$ cat config.mk
export PLATFORM = sky130hd
export DESIGN_NAME = pe_mac_stream
export DESIGN_NICKNAME = d
export VERILOG_FILES = /design/src/rtl/pe_pkg.sv /design/src/rtl/pe_sat_add.sv /design/src/rtl/pe_mac_stream.sv
export SDC_FILE = /design/constraint.sdc
export NUM_CORES = 1
export LEC_CHECK = 0
export BUFFER_PORTS_ARGS = -buffer_cell sky130_fd_sc_hd__buf_2
export CAP_MARGIN = 10
export CELL_PAD_IN_SITES_DETAIL_PLACEMENT = 2
export CELL_PAD_IN_SITES_GLOBAL_PLACEMENT = 2
export CORE_MARGIN = 10
export CORE_UTILIZATION = 37
export CTS_BUF_LIST = sky130_fd_sc_hd__clkbuf_8 sky130_fd_sc_hd__clkbuf_16
export DETAILED_ROUTE_END_ITERATION = 7
export PLACE_DENSITY_LB_ADDON = 0.1
export SYNTH_ARGS = -nofsm -noshare
export SYNTH_HDL_FRONTEND = slang
export SYNTH_SLANG_ARGS = --single-unit
$ cat constraint.sdc
create_clock -name clk -period 6.2 [get_ports clk]
set_input_delay 0.62 -clock clk [delete_from_list [all_inputs] [get_ports clk]]
set_output_delay 0.62 -clock clk [all_outputs]
set_load 0.01 [all_outputs]
$ cat src/rtl/pe_pkg.sv
// Shared definitions for the systolic MAC processing element: FSM encoding,
// default widths and saturation-bound helpers.
package pe_pkg;

    localparam int unsigned PE_DW      = 8;
    localparam int unsigned PE_ACC_W   = 20;
    localparam int unsigned PE_MAX_W   = 128;
    localparam int unsigned PE_STATE_W = 1;

    localparam logic [PE_STATE_W-1:0] PE_IDLE = 1'b0;
    localparam logic [PE_STATE_W-1:0] PE_ACC  = 1'b1;

    // Largest value representable in w bits (signed or unsigned range),
    // returned zero-extended to PE_MAX_W; callers slice off the low w bits.
    function automatic logic [PE_MAX_W-1:0] pe_sat_max(input int unsigned w, input bit sgn);
        logic [PE_MAX_W-1:0] one;
        one = PE_MAX_W'(1);
        return sgn ? ((one << (w - 1)) - one) : ((one << w) - one);
    endfunction

    // Smallest value representable in w bits; callers slice off the low w bits.
    function automatic logic [PE_MAX_W-1:0] pe_sat_min(input int unsigned w, input bit sgn);
        logic [PE_MAX_W-1:0] one;
        one = PE_MAX_W'(1);
        return sgn ? (one << (w - 1)) : '0;
    endfunction

endpackage

$ cat src/rtl/pe_sat_add.sv
// Accumulator adder: ACC_W-bit add with overflow detection and optional
// clamping to the signed or unsigned range.
module pe_sat_add
    import pe_pkg::*;
#(
    parameter int ACC_W    = PE_ACC_W,
    parameter int SIGNED   = 0,
    parameter int SATURATE = 0
) (
    input  logic [ACC_W-1:0] i_a,
    input  logic [ACC_W-1:0] i_b,
    output logic [ACC_W-1:0] o_sum,
    output logic             o_ovf
);

    localparam logic [PE_MAX_W-1:0] MAX_F = pe_sat_max(ACC_W, SIGNED != 0);
    localparam logic [PE_MAX_W-1:0] MIN_F = pe_sat_min(ACC_W, SIGNED != 0);
    localparam logic [ACC_W-1:0]    MAX_V = MAX_F[ACC_W-1:0];
    localparam logic [ACC_W-1:0]    MIN_V = MIN_F[ACC_W-1:0];

    logic [ACC_W:0] w_raw;

    assign w_raw = {1'b0, i_a} + {1'b0, i_b};

    // Overflow: carry-out when unsigned; same-sign operands giving a result
    // of the other sign when signed. Clamp direction follows operand sign.
    always_comb begin
        o_ovf = 1'b0;
        o_sum = w_raw[ACC_W-1:0];
        if (SIGNED != 0)
            o_ovf = (i_a[ACC_W-1] == i_b[ACC_W-1]) && (w_raw[ACC_W-1] != i_a[ACC_W-1]);
        else
            o_ovf = w_raw[ACC_W];
        if ((SATURATE != 0) && o_ovf) begin
            if ((SIGNED != 0) && i_a[ACC_W-1])
                o_sum = MIN_V;
            else
                o_sum = MAX_V;
        end
    end

endmodule

$ cat src/rtl/pe_mac_stream.sv
// Systolic MAC processing element: forwards A east and B south through one
// register stage, accumulates framed dot products and presents each finished
// sum on a ready/valid result port.
module pe_mac_stream
    import pe_pkg::*;
#(
    parameter int DW       = PE_DW,
    parameter int ACC_W    = PE_ACC_W,
    parameter int SIGNED   = 0,
    parameter int SATURATE = 0
) (
    input  logic             clk,
    input  logic             rst,
    input  logic [DW-1:0]    a_in,
    input  logic [DW-1:0]    b_in,
    input  logic             valid_in,
    input  logic             last_in,
    input  logic             clr,
    output logic [DW-1:0]    a_out,
    output logic [DW-1:0]    b_out,
    output logic             valid_out,
    output logic             last_out,
    output logic [ACC_W-1:0] res,
    output logic             res_valid,
    input  logic             res_ready,
    output logic             sat_flag,
    output logic             overrun
);

    if (ACC_W < 2 * DW) begin : g_bad_acc_w
        $fatal(1, "pe_mac_stream: ACC_W must be at least 2*DW");
    end
    if (ACC_W > PE_MAX_W) begin : g_bad_acc_max
        $fatal(1, "pe_mac_stream: ACC_W exceeds supported maximum");
    end

    logic [PE_STATE_W-1:0] r_state;
    logic [ACC_W-1:0]      r_acc;
    logic                  r_sat;
    logic [ACC_W-1:0]      r_res;
    logic                  r_res_valid;
    logic                  r_overrun;
    logic [DW-1:0]         r_a;
    logic [DW-1:0]         r_b;
    logic                  r_valid;
    logic                  r_last;

    logic [ACC_W-1:0]      w_prod_ext;
    logic                  w_fresh;
    logic [ACC_W-1:0]      w_add_a;
    logic [ACC_W-1:0]      w_sum;
    logic                  w_ovf;
    logic                  w_sat_next;
    logic                  w_load;

    // Full-width product, sign- or zero-extended into the accumulator width.
    if (SIGNED != 0) begin : g_prod_s
        logic signed [2*DW-1:0] w_prod;
        assign w_prod     = $signed(a_in) * $signed(b_in);
        assign w_prod_ext = ACC_W'(w_prod);
    end else begin : g_prod_u
        logic [2*DW-1:0] w_prod;
        assign w_prod     = a_in * b_in;
        assign w_prod_ext = ACC_W'(w_prod);
    end

    // A term starts a fresh sum when idle or when clr discards the partial
    // sum; feeding zero into the adder then makes acc+prod equal prod.
    assign w_fresh    = clr || (r_state == PE_IDLE);
    assign w_add_a    = w_fresh ? '0 : r_acc;
    assign w_sat_next = (w_fresh ? 1'b0 : r_sat) | w_ovf;
    assign w_load     = valid_in && last_in;

    pe_sat_add #(
        .ACC_W    (ACC_W),
        .SIGNED   (SIGNED),
        .SATURATE (SATURATE)
    ) u_add (
        .i_a   (w_add_a),
        .i_b   (w_prod_ext),
        .o_sum (w_sum),
        .o_ovf (w_ovf)
    );

    // Neighbour forwarding: one unconditional register stage.
    always_ff @(posedge clk or negedge rst) begin
        if (!rst) begin
            r_a     <= '0;
            r_b     <= '0;
            r_valid <= 1'b0;
            r_last  <= 1'b0;
        end else begin
            r_a     <= a_in;
            r_b     <= b_in;
            r_valid <= valid_in;
            r_last  <= last_in;
        end
    end

    // Accumulation FSM; bubbles hold state, clr drops any partial sum.
    always_ff @(posedge clk or negedge rst) begin
        if (!rst) begin
            r_state <= PE_IDLE;
            r_acc   <= '0;
            r_sat   <= 1'b0;
        end else if (valid_in) begin
            r_sat <= w_sat_next;
            if (last_in) begin
                r_state <= PE_IDLE;
            end else begin
                r_state <= PE_ACC;
                r_acc   <= w_sum;
            end
        end else if (clr) begin
            r_state <= PE_IDLE;
            r_sat   <= 1'b0;
        end
    end

    // Result holding register with ready/valid handshake and overrun tracking.
    always_ff @(posedge clk or negedge rst) begin
        if (!rst) begin
            r_res       <= '0;
            r_res_valid <= 1'b0;
            r_overrun   <= 1'b0;
        end else if (w_load) begin
            r_res       <= w_sum;
            r_res_valid <= 1'b1;
            if (r_res_valid && !res_ready)
                r_overrun <= 1'b1;
        end else if (r_res_valid && res_ready) begin
            r_res_valid <= 1'b0;
        end
    end

    assign a_out     = r_a;
    assign b_out     = r_b;
    assign valid_out = r_valid;
    assign last_out  = r_last;
    assign res       = r_res;
    assign res_valid = r_res_valid;
    assign sat_flag  = r_sat;
    assign overrun   = r_overrun;

endmodule

==> impl_metrics.json, run 1 <==
{
  "core_sq_mm": 0.0132,
  "synthFlopType": "dfrtp_1",
  "area.growth.synth_to_final_pct": 16.3,
  "syn-instance-count": 524,
  "irDropWorstVdd_v": 0.000202,
  "postLayoutSetupSlackWorst_ns": 1.29,
  "fp.dieW_um": 136,
  "routed_via_density": 4.99,
  "cts_tree": "built",
  "crit_fanout": 24,
  "antenna_found_initial": 0,
  "numCtsBuffers": 9,
  "cts_max_path_buffers": 2,
  "grt_pass1_vias": 4472,
  "cts_resized": 0,
  "startpoint_type": "input port",
  "max_slew_margin_pct": 22.6,
  "hold_violations": 0,
  "grt_pass1_wl_mm": 24.5,
  "cap_viol_max_count": 0,
  "tightest_slew_ns": 1.16,
  "end_kind": "register",
  "place_congestion": 0.782,
  "max_freq_mhz": 203,
  "required_ns": 6.41,
  "die-area_sq_mm": 0.0185,
  "finalSetupTns_ns": 0,
  "cts_hold_buf": 0,
  "grt_max_degree": 63,
  "critPathKind": "in -> reg",
  "h-tree-depth": 3,
  "synth-async-reset-ratio_pct": 100,
  "syn_area_sq_mm": 0.00497,
  "num_io_pins": 63,
  "grt_util_all_layers_pct": 16.9,
  "fin_skew_ns": 0.00379,
  "port_buffers": 62,
  "swShare_pct": 43.0,
  "drv_slew": 0,
  "p_leak_nw": 2.98,
  "antenna_left": 0,
  "switchingPower_uw": 977,
  "clk_pin_slew_worst_paths_ns": 0.06,
  "drtPass1Iterations": 4,
  "fin_nets": 696,
  "clkLatencyLatePin_ns": 0.34,
  "fin_crit_sh_pct": 79.3,
  "p_per_area_mw_per_mm2": 393,
  "seq_area_sq_mm": 0.00155,
  "power_frac_seq_pct": 24.6,
  "wl_per_cell_um": 18.9,
  "synth_nets": 637,
  "stdcell_area_sq_mm": 0.00577,
  "finalSetupViolCount": 0,
  "power.internal_mw": 1.29,
  "grt-ovfl-total": 0,
  "cts_setup_buffers": 0,
  "clock_power_share_pct": 24.7,
  "drtIter0Drc": 130,
  "start_util_pct": 37.6,
  "die_height_um": 136,
  "num_rows": 42,
  "multi_input_area_sq_mm": 0.00302,
  "dp_cells": 748,
  "dpl_cell_area_sq_mm": 0.00545,
  "power_frac_comb_pct": 50.7,
  "synthTopCellsByArea": "dfrtp_1 (31%), fa_1 (20%), ha_1 (10%)",
  "via_count": 3811,
  "status": "finished clean",
  "rsz0062_at_grt": "false",
  "stdcell_count": 764,
  "drc": 0,
  "cts_root_buf": "clkbuf_16",
  "yosysMostFrequentCell": "nand2_1",
  "wl_mm": 14.5,
  "yosysSeqAreaShare_pct": 31.2,
  "synth_warnings": 0,
  "dp_hpwl_mm": 11.1,
  "min_path_type": "in -> reg",
  "place_ws_ns": 0.899,
  "synth_edf_count": 0,
  "synth_common_cells": "nand2_1 (91), inv_1 (86), dfrtp_1 (62), fa_1 (50), and2_1 (48)",
  "cp.arrival_ns": 5.12,
  "layout-drive-gt1-share_pct": 16.2,
  "n_antenna_cell": 0,
  "fin_crit_ns": 4.91,
  "synth_area_leader_cell": "dfrtp_1",
  "ys_types": 46,
  "ys_seq_elements": 62,
  "clock-sinks": 62,
  "avgSynthCellArea_sq_um": 9.48,
  "synth.top_cell.area_share_pct": 31.2,
  "fillers": 1441
}
per-layer routing:
| metal | vias up | track usage, % | wire length (um) |
|---|---|---|---|
| met3 | 21 | 3.51 | 600 |
| met4 | 0 | 6.27 | 249 |
| met5 | - | 0 | 0 |
| li1 | 1770 | - | - |
| met2 | 63 | 27.8 | 7040 |
| met1 | 1957 | 21.3 | 6580 |
cells by family (layout without fill, tap and decap cells):
logic type                 Yosys count  count (layout)  synth area share (%)
DFF                                 62              62                  31.2
adders and majority gates           91              91                  30.5
and+or+nand+nor                    172             172                  16.7
buffers and inverters              103             167                  7.86
xor gates and xnor gates            13              13                  2.29
AOI/OAI and AO/OA                   78              78                  10.3
muxes                                5               5                  1.11
path summary, 6_finish.rpt:
path / start / end / slack (ns) / cells past startpoint
max reg2reg: r_state / r_acc[19] / 1.30 / 17
min reg2reg: r_acc[11] / r_acc[11] / 0.47 / 2
max: clr / r_acc[19] / 1.29 / 18
min: last_in / last_out / 0.43 / 1
min in group asynchronous: rst / b_out[6] / 0.44 / 2
max in group asynchronous: rst / a_out[3] / 5.18 / 2
registers in the layout, summed over array words and instances (netlist names):
register	cells
last_out	1
valid_out	1
a_out	8
overrun	1
r_acc	20
b_out	8
res	20
res_valid	1
r_state	1
sat_flag	1
through the flow:
step,hold slack (ns),power [mW],util [%]
CTS,0.418,2.32,43.8
finish,0.431,2.27,43.8
global route,0.442,2.49,43.8
global placement,0.452,1.68,41.3
floorplan,0.324,1.33,-
detailed placement,0.458,1.72,41.3
power groups by stage:
stage	Sequential [mW]	Clock, mW	Combinational [mW]
global placement	0.562	0	1.11
detailed placement	0.566	0	1.16
global route	0.573	0.593	1.32
CTS	0.561	0.574	1.18
floorplan	0.581	0	0.746
finish	0.559	0.561	1.15
final cells by class:
type                    count  area share [%]
multi-input cells         359            52.4
flip-flops and latches     62            26.9
well taps                 176            3.81
clock buffers               9            3.90
repair buffers             65            5.76
inverters                  86            5.59
clock inverters             7            1.69
worst max-delay path: stages:
cell     delay (ns)
buf_2          0.10
nor2b_1        0.10
buf_4          0.28
nand2_1        0.13
fa_1           0.49
inv_1          0.05
fa_1           0.48
fa_1           0.50
inv_1          0.06
fa_1           0.55
inv_1          0.05
ha_1           0.37
a21o_1         0.19
a21oi_1        0.24
nand2_1        0.20
a21oi_2        0.26
mux2i_1        0.30
o21ai_0        0.11
cell usage in the layout (no fill, tap or decap), types with 4 or more instances in the layout:
cell,n
nor3_1,5
nand2_1,91
nor2_1,6
dfrtp_1,62
xor2_1,6
xnor2_1,7
inv_1,87
a21oi_1,15
nand3_1,4
ha_1,41
clkbuf_16,9
and2_1,48
fa_1,50
buf_2,62
mux2_2,4
a21o_1,5
nand2b_1,4
o21ai_0,31
No activity file was read; power rests on OpenSTA's default activity.
==> inputs of run 2 (changes only) <==
Settings changed: ABC_AREA from default to 1, CORE_UTILIZATION 37 to 35.
Clock period 6.2 ns to 5.05 ns, I/O delays scaled along.
==> impl_metrics.json, run 2 <==
{
  "status": "finished clean",
  "numCtsBuffers": 9,
  "num_rows": 44,
  "layout_commonest_cell": "nand2_1",
  "required_ns": 5.31,
  "n_antenna_cell": 0,
  "cp.arrival_ns": 4.64,
  "avgSynthCellArea_sq_um": 7.54,
  "cts_hold_buf": 0,
  "fin_nets": 866,
  "dp_cells": 926,
  "cts_root_buf": "clkbuf_16",
  "synth_warnings": 0,
  "grt_pass1_vias": 5206,
  "startpoint_type": "register",
  "layout-drive-gt1-share_pct": 11.5,
  "area.growth.synth_to_final_pct": 13.8,
  "place_ws_ns": 0.290,
  "drc": 0,
  "antenna_found_initial": 0,
  "synthMuxAreaShare_pct": 0,
  "fin_crit_ns": 4.38,
  "grt_util_all_layers_pct": 17.2,
  "end_kind": "register",
  "power_mw": 2.81,
  "yosysMostFrequentCell": "nand2_1",
  "drtIter0Drc": 141,
  "synth_top_family_by_area": "adder cells",
  "synth-simple-area-share_pct": 23.6,
  "synth_nets": 815,
  "holdWs_ns": 0.314,
  "synth-compound-area-share_pct": 2.76,
  "clkLatencyLatePin_ns": 0.34,
  "grt_max_degree": 63,
  "die-area_sq_mm": 0.0204,
  "h-tree-depth": 3,
  "synthTopCellsByArea": "dfrtp_1 (29%), fa_1 (19%), nand2_1 (17%)",
  "max_slew_margin_pct": 34.1,
  "synth_edf_count": 0,
  "finalSetupViolCount": 0,
  "place_congestion": 0.803,
  "synth_common_cells": "nand2_1 (236), inv_1 (184), dfrtp_1 (62), fa_1 (50), ha_1 (41)",
  "p_per_area_mw_per_mm2": 466,
  "antenna_left": 0,
  "postLayoutSetupSlackWorst_ns": 0.673,
  "cap_viol_max_count": 0,
  "cts_tree": "built",
  "critPathKind": "reg -> reg",
  "syn-instance-count": 702,
  "tightest_slew_ns": 0.985,
  "yosysSeqAreaShare_pct": 29.3,
  "grt-ovfl-total": 0,
  "wl_per_cell_um": 17.5,
  "drtPass1Iterations": 4,
  "clock-sinks": 62,
  "synthFlopType": "dfrtp_1",
  "wl_mm": 16.5,
  "fin_skew_ns": 0.00722,
  "max_freq_mhz": 228,
  "core_sq_mm": 0.0147,
  "ys_seq_elements": 62,
  "crit_fanout": 8,
  "clk_pin_slew_worst_paths_ns": 0.06,
  "stdcell_area_sq_mm": 0.00602,
  "cts_max_path_buffers": 2,
  "dpl_cell_area_sq_mm": 0.00576,
  "port_buffers": 62,
  "synth_area_leader_cell": "dfrtp_1",
  "synth_xor_area_share_pct": 0.662,
  "irDropWorstVdd_v": 0.000204,
  "die_height_um": 143,
  "synthAdderAreaFrac_pct": 28.6,
  "p_leak_nw": 3.72,
  "ys_types": 27,
  "synth-async-reset-ratio_pct": 100,
  "grt_pass1_wl_mm": 27.4,
  "layout_common_cells": "nand2_1 (236), inv_1 (186), dfrtp_1 (62), buf_2 (62), fa_1 (50)",
  "cts_resized": 0,
  "num_io_pins": 63,
  "fp.dieW_um": 143,
  "dp_hpwl_mm": 13.4,
  "synth.top_cell.area_share_pct": 29.3,
  "final_core_util_pct": 41.0,
  "fin_crit_sh_pct": 86.7,
  "routed_via_density": 4.75,
  "via_count": 4470,
  "cts_setup_buffers": 0,
  "rsz0062_at_grt": "false",
  "finalSetupTns_ns": 0,
  "min_path_type": "in -> reg",
  "start_util_pct": 36.0,
  "drv_slew": 0,
  "stdcell_count": 942,
  "syn_area_sq_mm": 0.00530,
  "hold_violations": 0
}
## run 2: cell count changes after synthesis, sizes merged, moves of 7 or more
cell   delta
nor2     +15
nand2   +146
xnor2     -7
and2     -47
o21ai    -17
nand3    +31
a21oi     -9
inv      +99
## run 2: final cells by class
cell class / instances / area (sq um)
clock buffers: 9 / 225
clock inverters: 7 / 42.5
flip-flops and latches: 62 / 1550
well taps: 184 / 230
multi-input cells: 430 / 2950
fillers: 1759 / 8680
repair buffers: 65 / 333
inverters: 185 / 694
## run 2: power breakdown
part	switching [mW]	internal, mW
Sequential	0.0619	0.618
Clock	0.247	0.329
Combinational	1.02	0.529
Total	1.33	1.48
## run 2: logic make-up (layout without fill, tap and decap cells)
| kind of cell | Yosys count | count (layout) |
|---|---|---|
| adder cells (fa/ha/maj) | 91 | 91 |
| buffers and inverters | 210 | 266 |
| flip-flops | 62 | 62 |
| AND/OR/NAND/NOR | 307 | 307 |
| XOR/XNOR | 4 | 4 |
| AO/OA/AOI/OAI | 28 | 28 |
## run 2: worst max-delay path: stages, from the launching register on
cell	delay, ns
dfrtp_1	0.35
nand2_1	0.08
inv_1	0.24
nand2_1	0.12
fa_1	0.50
inv_1	0.06
fa_1	0.48
fa_1	0.50
inv_1	0.06
fa_1	0.53
inv_1	0.04
ha_1	0.36
nand2_1	0.13
nor2_1	0.16
nand2_1	0.07
nand3_1	0.13
xor2_1	0.31
nand2_1	0.09
o21ai_1	0.10
## run 2: worst paths after layout
path	start	endpoint	slack [ns]	depth (start not counted)
hold / removal	valid_in	valid_out	0.31	1
hold reg to reg	r_acc[15]	r_acc[15]	0.48	2
setup reg to reg	r_state	r_acc[8]	0.67	18
setup / recovery	r_state	r_acc[8]	0.67	18
max in group asynchronous	rst	r_acc[5]	4.13	2
min in group asynchronous	rst	a_out[3]	0.33	2
## run 2: layer usage
layer | global-route usage, % | wire (um) | vias to the layer above
met5 | 0 | 0 | -
met4 | 4.13 | 187 | 0
met3 | 3.38 | 520 | 14
met2 | 32.9 | 9040 | 46
met1 | 18.9 | 6710 | 2283
li1 | - | - | 2127
